--- src/rtl/floppy_track_cache.sv ---
// Track-granular cache controller for a floppy image on block storage: loads the
// requested track into a host-side buffer and writes it back when it was modified.
module floppy_track_cache #(
   parameter int MAX_TRACK   = 40,
   parameter int SIDES       = 1,
   parameter int SIDE_OFFSET = 683
) (
   input  logic        clk,
   input  logic        reset,
   input  logic [5:0]  track,
   input  logic        side,
   input  logic        change,
   input  logic        wr_mark,
   input  logic        flush,
   input  logic        wprot,
   output logic [31:0] sd_lba,
   output logic [5:0]  sd_sz,
   output logic        sd_rd,
   output logic        sd_wr,
   input  logic        sd_ack,
   output logic        busy,
   output logic        dirty
);

   localparam logic [1:0] S_IDLE = 2'd0;
   localparam logic [1:0] S_SAVE = 2'd1;
   localparam logic [1:0] S_LOAD = 2'd2;
   localparam logic [1:0] S_INIT = 2'd3;

   localparam logic [5:0] MAX_T  = 6'(MAX_TRACK);
   localparam logic [5:0] INIT_T = 6'd17;

   function automatic logic [31:0] f_lba(input logic [5:0] t, input logic s);
      logic [31:0] tt, a, b, c, d;
      tt = {26'd0, t};
      a  = (tt < 32'd17) ? tt : 32'd17;
      b  = (tt <= 32'd17) ? 32'd0 : (((tt - 32'd17) > 32'd7) ? 32'd7 : (tt - 32'd17));
      c  = (tt <= 32'd24) ? 32'd0 : (((tt - 32'd24) > 32'd6) ? 32'd6 : (tt - 32'd24));
      d  = (tt <= 32'd30) ? 32'd0 : (tt - 32'd30);
      f_lba = 32'd21 * a + 32'd19 * b + 32'd18 * c + 32'd17 * d
            + ((s && (SIDES == 2)) ? 32'(SIDE_OFFSET) : 32'd0);
   endfunction

   function automatic logic [5:0] f_sz(input logic [5:0] t);
      if (t < 6'd17)      f_sz = 6'd20;
      else if (t < 6'd24) f_sz = 6'd18;
      else if (t < 6'd30) f_sz = 6'd17;
      else                f_sz = 6'd16;
   endfunction

   // Synchronizers are deliberately unreset so the toggle history keeps
   // following the live levels while reset is held.
   logic [5:0] r_trk_s1, r_trk_s2, r_trk_s3;
   logic       r_side_s1, r_side_s2, r_side_s3;
   logic       r_chg_s1, r_chg_s2, r_chg_h;
   logic       r_wm_s1, r_wm_s2, r_wm_h;
   logic       r_fl_s1, r_fl_s2, r_fl_h;
   logic       r_wp_s1, r_wp_s2;

   always_ff @(posedge clk) begin
      r_trk_s1  <= track;    r_trk_s2  <= r_trk_s1;  r_trk_s3  <= r_trk_s2;
      r_side_s1 <= side;     r_side_s2 <= r_side_s1; r_side_s3 <= r_side_s2;
      r_chg_s1  <= change;   r_chg_s2  <= r_chg_s1;  r_chg_h   <= r_chg_s2;
      r_wm_s1   <= wr_mark;  r_wm_s2   <= r_wm_s1;   r_wm_h    <= r_wm_s2;
      r_fl_s1   <= flush;    r_fl_s2   <= r_fl_s1;   r_fl_h    <= r_fl_s2;
      r_wp_s1   <= wprot;    r_wp_s2   <= r_wp_s1;
   end

   logic w_chg_rise, w_wm_edge, w_fl_edge;
   assign w_chg_rise = r_chg_s2 & ~r_chg_h;
   assign w_wm_edge  = r_wm_s2 ^ r_wm_h;
   assign w_fl_edge  = r_fl_s2 ^ r_fl_h;

   logic [1:0]  r_state, w_state_next;
   logic [31:0] r_lba, w_lba_next;
   logic [5:0]  r_sz, w_sz_next;
   logic        r_rd, w_rd_next, r_wr, w_wr_next, r_busy, w_busy_next;
   logic        r_dirty, w_dirty_next;
   logic [5:0]  r_cache_t, w_cache_t_next, r_load_t, w_load_t_next;
   logic        r_cache_s, w_cache_s_next, r_load_s, w_load_s_next;
   logic        r_cache_v, w_cache_v_next;
   logic        r_init_pend, w_init_pend_next, r_chg_pend, w_chg_pend_next;
   logic        r_ack_d;

   logic [5:0] w_t;
   logic       w_s, w_differs, w_can_save, w_ack_fall;

   always_comb begin
      if (r_trk_s3 == 6'd0)      w_t = 6'd0;
      else if (r_trk_s3 > MAX_T) w_t = MAX_T - 6'd1;
      else                       w_t = r_trk_s3 - 6'd1;
   end

   assign w_s        = (SIDES == 2) ? r_side_s3 : 1'b0;
   assign w_differs  = ~r_cache_v | (w_t != r_cache_t) | (w_s != r_cache_s);
   assign w_can_save = r_dirty & r_cache_v & ~r_wp_s2;
   assign w_ack_fall = r_ack_d & ~sd_ack;

   always_comb begin
      w_state_next     = r_state;
      w_lba_next       = r_lba;
      w_sz_next        = r_sz;
      w_rd_next        = r_rd;
      w_wr_next        = r_wr;
      w_busy_next      = r_busy;
      w_dirty_next     = r_dirty;
      w_cache_t_next   = r_cache_t;
      w_cache_s_next   = r_cache_s;
      w_cache_v_next   = r_cache_v;
      w_load_t_next    = r_load_t;
      w_load_s_next    = r_load_s;
      w_init_pend_next = r_init_pend;
      w_chg_pend_next  = r_chg_pend;

      if (sd_ack) begin
         w_rd_next = 1'b0;
         w_wr_next = 1'b0;
      end
      if (w_wm_edge && (r_state != S_LOAD) && (r_state != S_INIT))
         w_dirty_next = 1'b1;
      if (w_chg_rise && r_busy)
         w_chg_pend_next = 1'b1;

      case (r_state)
         S_IDLE: begin
            if (w_chg_rise) begin
               w_dirty_next     = 1'b0;
               w_init_pend_next = 1'b1;
               w_cache_v_next   = 1'b0;
            end else if ((w_fl_edge || w_differs) && w_can_save && (w_fl_edge || !r_init_pend)) begin
               w_state_next = S_SAVE;
               w_lba_next   = f_lba(r_cache_t, r_cache_s);
               w_sz_next    = f_sz(r_cache_t);
               w_wr_next    = 1'b1;
               w_busy_next  = 1'b1;
            end else if (r_init_pend) begin
               w_state_next     = S_INIT;
               w_lba_next       = f_lba(INIT_T, 1'b0);
               w_sz_next        = f_sz(INIT_T);
               w_rd_next        = 1'b1;
               w_busy_next      = 1'b1;
               w_load_t_next    = INIT_T;
               w_load_s_next    = 1'b0;
               w_init_pend_next = 1'b0;
            end else if (w_differs) begin
               w_state_next  = S_LOAD;
               w_lba_next    = f_lba(w_t, w_s);
               w_sz_next     = f_sz(w_t);
               w_rd_next     = 1'b1;
               w_busy_next   = 1'b1;
               w_load_t_next = w_t;
               w_load_s_next = w_s;
            end
         end
         S_SAVE: begin
            if (w_ack_fall) begin
               w_dirty_next = 1'b0;
               if (r_chg_pend || w_chg_rise) begin
                  w_chg_pend_next  = 1'b0;
                  w_init_pend_next = 1'b1;
                  w_cache_v_next   = 1'b0;
                  w_busy_next      = 1'b0;
                  w_state_next     = S_IDLE;
               end else if (w_differs) begin
                  // Chain straight into the load; busy never drops in between.
                  w_state_next  = S_LOAD;
                  w_lba_next    = f_lba(w_t, w_s);
                  w_sz_next     = f_sz(w_t);
                  w_rd_next     = 1'b1;
                  w_load_t_next = w_t;
                  w_load_s_next = w_s;
               end else begin
                  w_busy_next  = 1'b0;
                  w_state_next = S_IDLE;
               end
            end
         end
         default: begin
            if (w_ack_fall) begin
               w_cache_t_next = r_load_t;
               w_cache_s_next = r_load_s;
               w_cache_v_next = 1'b1;
               w_dirty_next   = 1'b0;
               w_busy_next    = 1'b0;
               w_state_next   = S_IDLE;
               if (r_chg_pend || w_chg_rise) begin
                  w_cache_v_next   = 1'b0;
                  w_init_pend_next = 1'b1;
                  w_chg_pend_next  = 1'b0;
               end
            end
         end
      endcase

      if (r_wp_s2)
         w_dirty_next = 1'b0;
   end

   always_ff @(posedge clk or posedge reset) begin
      if (reset) begin
         r_state     <= S_IDLE;
         r_lba       <= 32'd0;
         r_sz        <= 6'd0;
         r_rd        <= 1'b0;
         r_wr        <= 1'b0;
         r_busy      <= 1'b0;
         r_dirty     <= 1'b0;
         r_cache_t   <= 6'd0;
         r_cache_s   <= 1'b0;
         r_cache_v   <= 1'b0;
         r_load_t    <= 6'd0;
         r_load_s    <= 1'b0;
         r_init_pend <= 1'b1;
         r_chg_pend  <= 1'b0;
         r_ack_d     <= 1'b0;
      end else begin
         r_state     <= w_state_next;
         r_lba       <= w_lba_next;
         r_sz        <= w_sz_next;
         r_rd        <= w_rd_next;
         r_wr        <= w_wr_next;
         r_busy      <= w_busy_next;
         r_dirty     <= w_dirty_next;
         r_cache_t   <= w_cache_t_next;
         r_cache_s   <= w_cache_s_next;
         r_cache_v   <= w_cache_v_next;
         r_load_t    <= w_load_t_next;
         r_load_s    <= w_load_s_next;
         r_init_pend <= w_init_pend_next;
         r_chg_pend  <= w_chg_pend_next;
         r_ack_d     <= sd_ack;
      end
   end

   assign sd_lba = r_lba;
   assign sd_sz  = r_sz;
   assign sd_rd  = r_rd;
   assign sd_wr  = r_wr;
   assign busy   = r_busy;
   assign dirty  = r_dirty;

endmodule

--- config.mk ---
export PLATFORM = sky130hd
export DESIGN_NAME = floppy_track_cache
export DESIGN_NICKNAME = d
export VERILOG_FILES = /design/src/rtl/floppy_track_cache.sv
export SDC_FILE = /design/constraint.sdc
export NUM_CORES = 1
export LEC_CHECK = 0
export CAP_MARGIN = 25
export CORE_ASPECT_RATIO = 1.1
export CORE_MARGIN = 5
export CORE_UTILIZATION = 55
export DETAILED_ROUTE_END_ITERATION = 8
export GPL_ROUTABILITY_DRIVEN = 0
export PLACE_DENSITY = 0.73
export SYNTH_ARGS = -nofsm -noshare
export SYNTH_HDL_FRONTEND = slang
export SYNTH_SLANG_ARGS = --single-unit
--- constraint.sdc ---
create_clock -name clk -period 22.3 [get_ports clk]
set_clock_uncertainty 0.05 [all_clocks]
set_input_delay 4.46 -clock clk [delete_from_list [all_inputs] [get_ports clk]]
set_output_delay 4.46 -clock clk [all_outputs]
set_load 0.01 [all_outputs]
== Word level (Yosys, flattened, before mapping) ==
Cells that the tools add are included.

* Register bits after elaboration: 91
* Output and inout port bits: 42
* Word-level logic and storage cells: 215

* Add/subtract/negate cells: 13
* Reductions and logical operators: 22
* Eq/ne operators: 13
* Muxes and demuxes: 98
* Bitwise gates (word level): 13
* $mul: 8
* $lt $le $gt $ge: 19

{| class="wikitable"
|+ Operators by type and width
! operator !! number
|-
| two-way mux 32 bit || 16
|-
| adder 32 bit || 4
|-
| > comparator 32 x 3 -> 1 bit, second input constant || 4
|-
| multiplier 5 x 32 -> 32 bit, first input constant || 4
|-
| two-way mux 6 bit || 18
|-
| adder 11 x 32 -> 32 bit || 2
|-
| multiplier 4 x 32 -> 31 bit, first input constant || 2
|-
| one-hot mux 32 bit (2 select lines) || 1
|-
| less-than comparator 6 x 5 -> 1 bit, second input constant || 8
|-
| two-way mux 1 bit || 46
|-
| subtractor 6 x 5 -> 7 bit, second input constant || 6
|-
| less-or-equal comparator 6 x 5 -> 1 bit, second input constant || 6
|-
| one-hot mux 6 bit (2 select lines) || 2
|-
| multiplier 5 x 6 -> 11 bit, first input constant || 2
|-
| two-way mux 2 bit || 9
|-
| inequality test 2 bit, second input constant || 8
|-
| AND reduction 4 bit || 3
|-
| AND reduction 5 bit || 2
|-
| one-hot mux 1 bit (2 select lines) || 4
|-
| > comparator 6 bit, second input constant || 1
|-
| logical NOT 6 bit || 1
|-
| inequality test 3 bit, second input constant || 2
|-
| inequality test 6 bit || 1
|-
| nonzero test 2 bit || 3
|-
| 16 further kinds || 31
|}

== Longest topological paths before layout ==
* Word-level depth: 16
* Gate-level depth with buffers: 37

== Worst setup path after synthesis ==
Ideal clock, no wire load.

* Path kind: register to register
* Start: register r_trk_s3[0]
* End: register r_lba[24] (netlist: sd_lba[24])
* Stages on the path, launching flop included: 30
* Library setup time: 0.134 ns
* Required time: 22.116 ns
* Arrival time: 7.261 ns
* Clock period less this slack: 7.444 ns
* Path buffers: 0
* Slack: 14.856 ns
* Cell sequence: dfxtp_1 -> inv_1 -> ha_1 -> nor3b_1 -> o211a_2 -> nor2_1 -> clkinv_1 -> ha_1 -> ha_1 -> nand2_1 -> a41oi_1 -> nor2_1 -> nor2b_1 -> fa_1 -> ha_1 -> fa_1 -> inv_1 -> fa_1 -> fa_1 -> inv_1 -> fa_1 -> ha_1 -> a21o_1 -> a211oi_1 -> nor3_1 -> o31ai_1 -> nand2_1 -> a311oi_1 -> xor2_1 -> o211ai_1

* Longest elaborated chain between the ends: 16

{| class="wikitable"
|+ Ends and longest elaborated chain
! element !! RTL line !! text
|-
| start, declared || 53 || <nowiki>logic [5:0] r_trk_s1, r_trk_s2, r_trk_s3;</nowiki>
|-
| start signal, assigned || 61 || <nowiki>r_trk_s1 <= track; r_trk_s2 <= r_trk_s1; r_trk_s3 <= r_trk_s2;</nowiki>
|-
| subtractor 6 x 1 -> 6 bit / > comparator 6 bit (equally long branches) || 91, 90 ||
|-
| two-way mux 6 bit || 90 || <nowiki>else if (r_trk_s3 > MAX_T) w_t = MAX_T - 6'd1;</nowiki>
|-
| two-way mux 6 bit (*) || 89 || <nowiki>if (r_trk_s3 == 6'd0) w_t = 6'd0;</nowiki>
|-
| subtractor 6 x 5 -> 7 bit || 37 || <nowiki>b = (tt <= 32'd17) ? 32'd0 : (((tt - 32'd17) > 32'd7) ? 32'd7 : (tt - 32'd17));</nowiki>
|-
| > comparator 32 x 3 -> 1 bit || 37 ||
|-
| two-way mux 32 bit (2 in a row) || 37 ||
|-
| multiplier 5 x 32 -> 32 bit || 40 || <nowiki>f_lba = 32'd21 * a + 32'd19 * b + 32'd18 * c + 32'd17 * d</nowiki>
|-
| adder 11 x 32 -> 32 bit || 40 ||
|-
| adder 32 bit (2 in a row) || 40 ||
|-
| two-way mux 32 bit || 145, 164 ||
|-
| two-way mux 32 bit || 136 || <nowiki>end else if (r_init_pend) begin</nowiki>
|-
| two-way mux 32 bit || 130 || <nowiki>end else if ((w_fl_edge || w_differs) && w_can_save && (w_fl_edge || !r_init_pend)) begin</nowiki>
|-
| two-way mux 32 bit || 126 || <nowiki>if (w_chg_rise) begin</nowiki>
|-
| one-hot mux 32 bit (2 select lines) (*) || 124 || <nowiki>case (r_state)</nowiki>
|-
| end signal, assigned || 218 || <nowiki>r_lba <= w_lba_next;</nowiki>
|-
| end, declared || 75 || <nowiki>logic [31:0] r_lba, w_lba_next;</nowiki>
|}

Every way passes the cells marked *; elsewhere a longest branch is shown, timed or not. The select of a mux whose other input is x is not followed.
A chain may end at the register's enable or synchronous reset.

== Worst setup path in the final report ==
Same ends and word-level chain as after synthesis.

==> summary.md <==
| Metric | Value |
|---|---|
| Max Transition Viols Final | `0` |
| Number of buffers created by CTS | `9` |
| Ys Warns | `0` |
| Number of maximum-capacitance violations | `0` |
| Number of antenna violations at the first check in global routing | `0` |
| Number of unique standard cell types used by synthesis | `87` |
| Xor and xnor area share after synthesis | `4.863%` |
| Wire length of the first global-routing pass | `48.79 mm` |
| TritonCTS Sinks | `91` |
| Worst path most repeated cell | `ha_1` |
| Final standard cell utilization of the core | `62.04%` |
| Total area of sequential cells | `0.002133 sq mm` |
| Detailed-route wire length per cell | `15.83 microns` |
| Core box area | `0.02286 sq mm` |
| Cell count after synthesis | `1,381` |
| Final Setup Violations | `0` |
| Worst slack on hold paths | `279.2 ps` |
| Number of standard-cell rows in the floorplan | `58` |
| IO Pins | `56` |
| Mux share of post-synthesis cell area | `0.9295%` |
| Total via count after detailed routing | `9,865` |
| Detailed Route Iter0 Violations | `482` |
| Transition time at the pin with the least slew margin | `943.1 ps` |
| Placement Cell Area | `0.01387 sq mm` |
| Post-layout min period | `8588 ps` |
| Number of port buffers | `54` |
| Crit path launch type | `flip-flop` |
| Fraction of the yosys area taken by sequential cells | `16.68%` |
| Buffer count from post-CTS setup fixing | `0` |
| Post-CTS clock slew at the launch and capture registers of the worst setup and hold paths | `80 ps` |
| CTS Buffer Depth | `2` |
| Slew Limit Headroom | `37.13%` |
| Final hold vios | `0` |
| Area occupied by multi-input gates | `0.01001 sq mm` |
| Filler cell count | `1,964` |
| Max stage delay on crit path | `560 ps` |
| Commonest register cell after synthesis | `dfrtp_1` |
| Area growth from synthesis to layout | `10.90%` |
| Cell type of the slowest stage on the worst timing path | `fa_1` |
| Main combinational cell family by area after synthesis | `adder cells` |
| Initial Util | `55.94%` |
| Count of instances resized after the clock tree is built | `0` |
| Chip Width | `155.4 microns` |
| Compound-gate portion of the synthesized area | `16.70%` |
| Via count of the first global-routing pass | `10,150` |
| Avg Inst Size Synth | `9.259 sq um` |
| Count of flip-flops with a built-in enable after synthesis | `0` |
| FF+latch count, synth | `91` |
| Final routed wirelength across all metal layers | `28.57 mm` |
| Proportion of layout cells with a drive suffix above 1 | `3.590%` |
| Critical Path AT | `8750 ps` |
| Netlist Area Pre-Place | `0.01279 sq mm` |
| Post-route antenna net violation count | `0` |
| Ratio of final minimum period to clock period | `38.51%` |
| GRT Total Usage | `22.40%` |
| Aggregate global routing overflow | `0` |
| Adder and majority cell fraction of the synthesized area | `42.05%` |
| Area share of and/or/nand/nor cells after synthesis | `11.45%` |
| Count of antenna diodes in the layout | `0` |
| Net count, final | `1,884` |
| Setup slack, reg-to-reg | `13,710 ps` |
| Level count of the clock H-tree | `3` |
| Worst setup EP type | `flip-flop` |
| HP Class | `flip-flop to flip-flop` |
| Largest net degree at the start of global routing | `63` |
| DP HPWL | `24.25 mm` |
| DRC | `0` |
| Buffer cell driving the clock tree root | `clkbuf_16` |
| CTS hold repair buffers | `0` |
| Finished layout cell area | `0.01418 sq mm` |
| Chip Height | `169.9 microns` |
| Insertion delay to the later sink of the worst-skew pair | `350 ps` |
| Sum of negative setup slack | `0 ps` |
| TritonCTS clock tree | `done` |
| Required time of the worst setup path | `22,460 ps` |
| Result of the run | `complete, no violations` |
| FFs w/ async S/R, synth | `68.13%` |
| Unrepaired setup endpoints after global routing | `false` |
| Area enclosed by the die boundary | `0.02640 sq mm` |
| Worst-path fanout max | `10` |
| Kind of critical path | `flip-flop to flip-flop` |
| Achievable frequency | `116.4 MHz` |
| Number of vias per cell | `5.468` |
| Count of TritonRoute iterations in the first routing pass | `5` |
==> through the flow <==
| stage | setup WS (ps) | std cells |
|---|---|---|
| 2_1_floorplan | 14860 | 1457 |
| 3_3_place_gp | 13840 | 1788 |
| 3_5_place_dp | 13770 | 1788 |
| 4_1_cts | 13740 | 1804 |
| 5_1_grt | 13140 | 1804 |
| 6_report | 13710 | 1804 |
==> worst max-delay path, delay by kind of cell, from the launching register on <==
family                   cells  cell delay [ps]
buffers and inverters        6              560
AO/OA/AOI/OAI                6             2070
XOR/XNOR                     1              180
adder cells (fa/ha/maj)     10             3410
AND/OR/NAND/NOR              7             1850
flip-flops                   1              330
==> cell usage in the layout (no fill, tap or decap), types with 9 or more instances in the layout <==
master,instances
o21ai_0,46
nand2_1,77
a22o_1,9
ha_1,273
nand3_1,18
clkbuf_16,9
xor2_1,29
and2_1,10
nor3_1,19
fa_1,98
nand2b_1,36
a21o_1,35
dfrtp_1,61
o21a_1,14
a22oi_1,14
o21bai_1,9
and3_1,12
nor2b_1,15
inv_1,204
nor2_1,72
conb_1,78
dfxtp_1,29
xnor2_1,42
a21oi_1,81
clkdlybuf4s50_1,54
==> cell type report <==
type | count | share of cell area, %
tap | 300 | 2.647
inverter | 207 | 5.479
timing repair buffer | 58 | 4.023
clock buffer | 9 | 1.588
clock inverter | 7 | 0.6264
sequential | 91 | 15.04
multi-input combinational | 1132 | 70.59
==> per-layer routing <==
metal	GRT usage [%]	share of wire, %	vias up
li1	-	-	4913
met4	6.471	2.3	0
met5	0	0	-
met2	38.04	48	204
met1	30.60	46	4708
met3	2.060	3.5	40
==> state kept, by name, indices dropped and copies added, names as in the netlist, 2 cells and up <==
signal and cells:
r_cache_t 6, r_state 2, sd_lba 32, sd_sz 6
r_trk_s3 6, r_trk_s1 6, r_load_t 6, r_trk_s2 6
==> synthesized netlist by cell type (8+ instances only) <==
| cell | count | share of area [%] |
|---|---|---|
| dfxtp_1 | 29 | 4.5 |
| nor2_1 | 72 | 2.1 |
| fa_1 | 98 | 15 |
| o21ai_0 | 46 | 1.8 |
| nand2_1 | 77 | 2.3 |
| a22oi_1 | 14 | 0.82 |
| ha_1 | 273 | 27 |
| nand3_1 | 18 | 0.70 |
| inv_1 | 205 | 6.0 |
| xor2_1 | 29 | 2.0 |
| nand2b_1 | 36 | 1.8 |
| and3_1 | 12 | 0.59 |
| clkbuf_1 | 13 | 0.38 |
| a31oi_1 | 8 | 0.39 |
| xnor2_1 | 42 | 2.9 |
| o21a_1 | 14 | 0.82 |
| o21bai_1 | 9 | 0.53 |
| a21oi_1 | 81 | 3.2 |
| dfrtp_1 | 61 | 12 |
| a22o_1 | 9 | 0.62 |
| a21o_1 | 35 | 2.1 |
| and2_1 | 10 | 0.49 |
| a211oi_1 | 8 | 0.47 |
| nor3_1 | 19 | 0.74 |
| o22ai_1 | 8 | 0.39 |
| nor2b_1 | 15 | 0.73 |
==> logic make-up (layout without fill, tap and decap cells) <==
| group | after synthesis | after routing |
|---|---|---|
| adder cells (fa/ha/maj) | 371 | 371 |
| AO/OA/AOI/OAI | 307 | 307 |
| AND/OR/NAND/NOR | 294 | 294 |
| buffers and inverters | 234 | 281 |
| flip-flops | 91 | 91 |
| XOR/XNOR | 71 | 71 |
| multiplexers | 11 | 11 |
| other | 2 | 78 |
==> worst paths after layout <==
check,startpoint,endpoint,depth (start not counted)
setup / recovery,r_trk_s3[0],sd_lba[24],30
hold / removal,r_trk_s1[2],r_trk_s2[2],0
setup reg to reg,r_trk_s3[0],sd_lba[24],30
hold reg to reg,r_trk_s1[2],r_trk_s2[2],0
max in group asynchronous,reset,r_cache_t[3],3
min in group asynchronous,reset,sd_lba[26],3
Power is not shown: default switching activity piles up to over one toggle a cycle in this logic, so the estimate is an artifact.
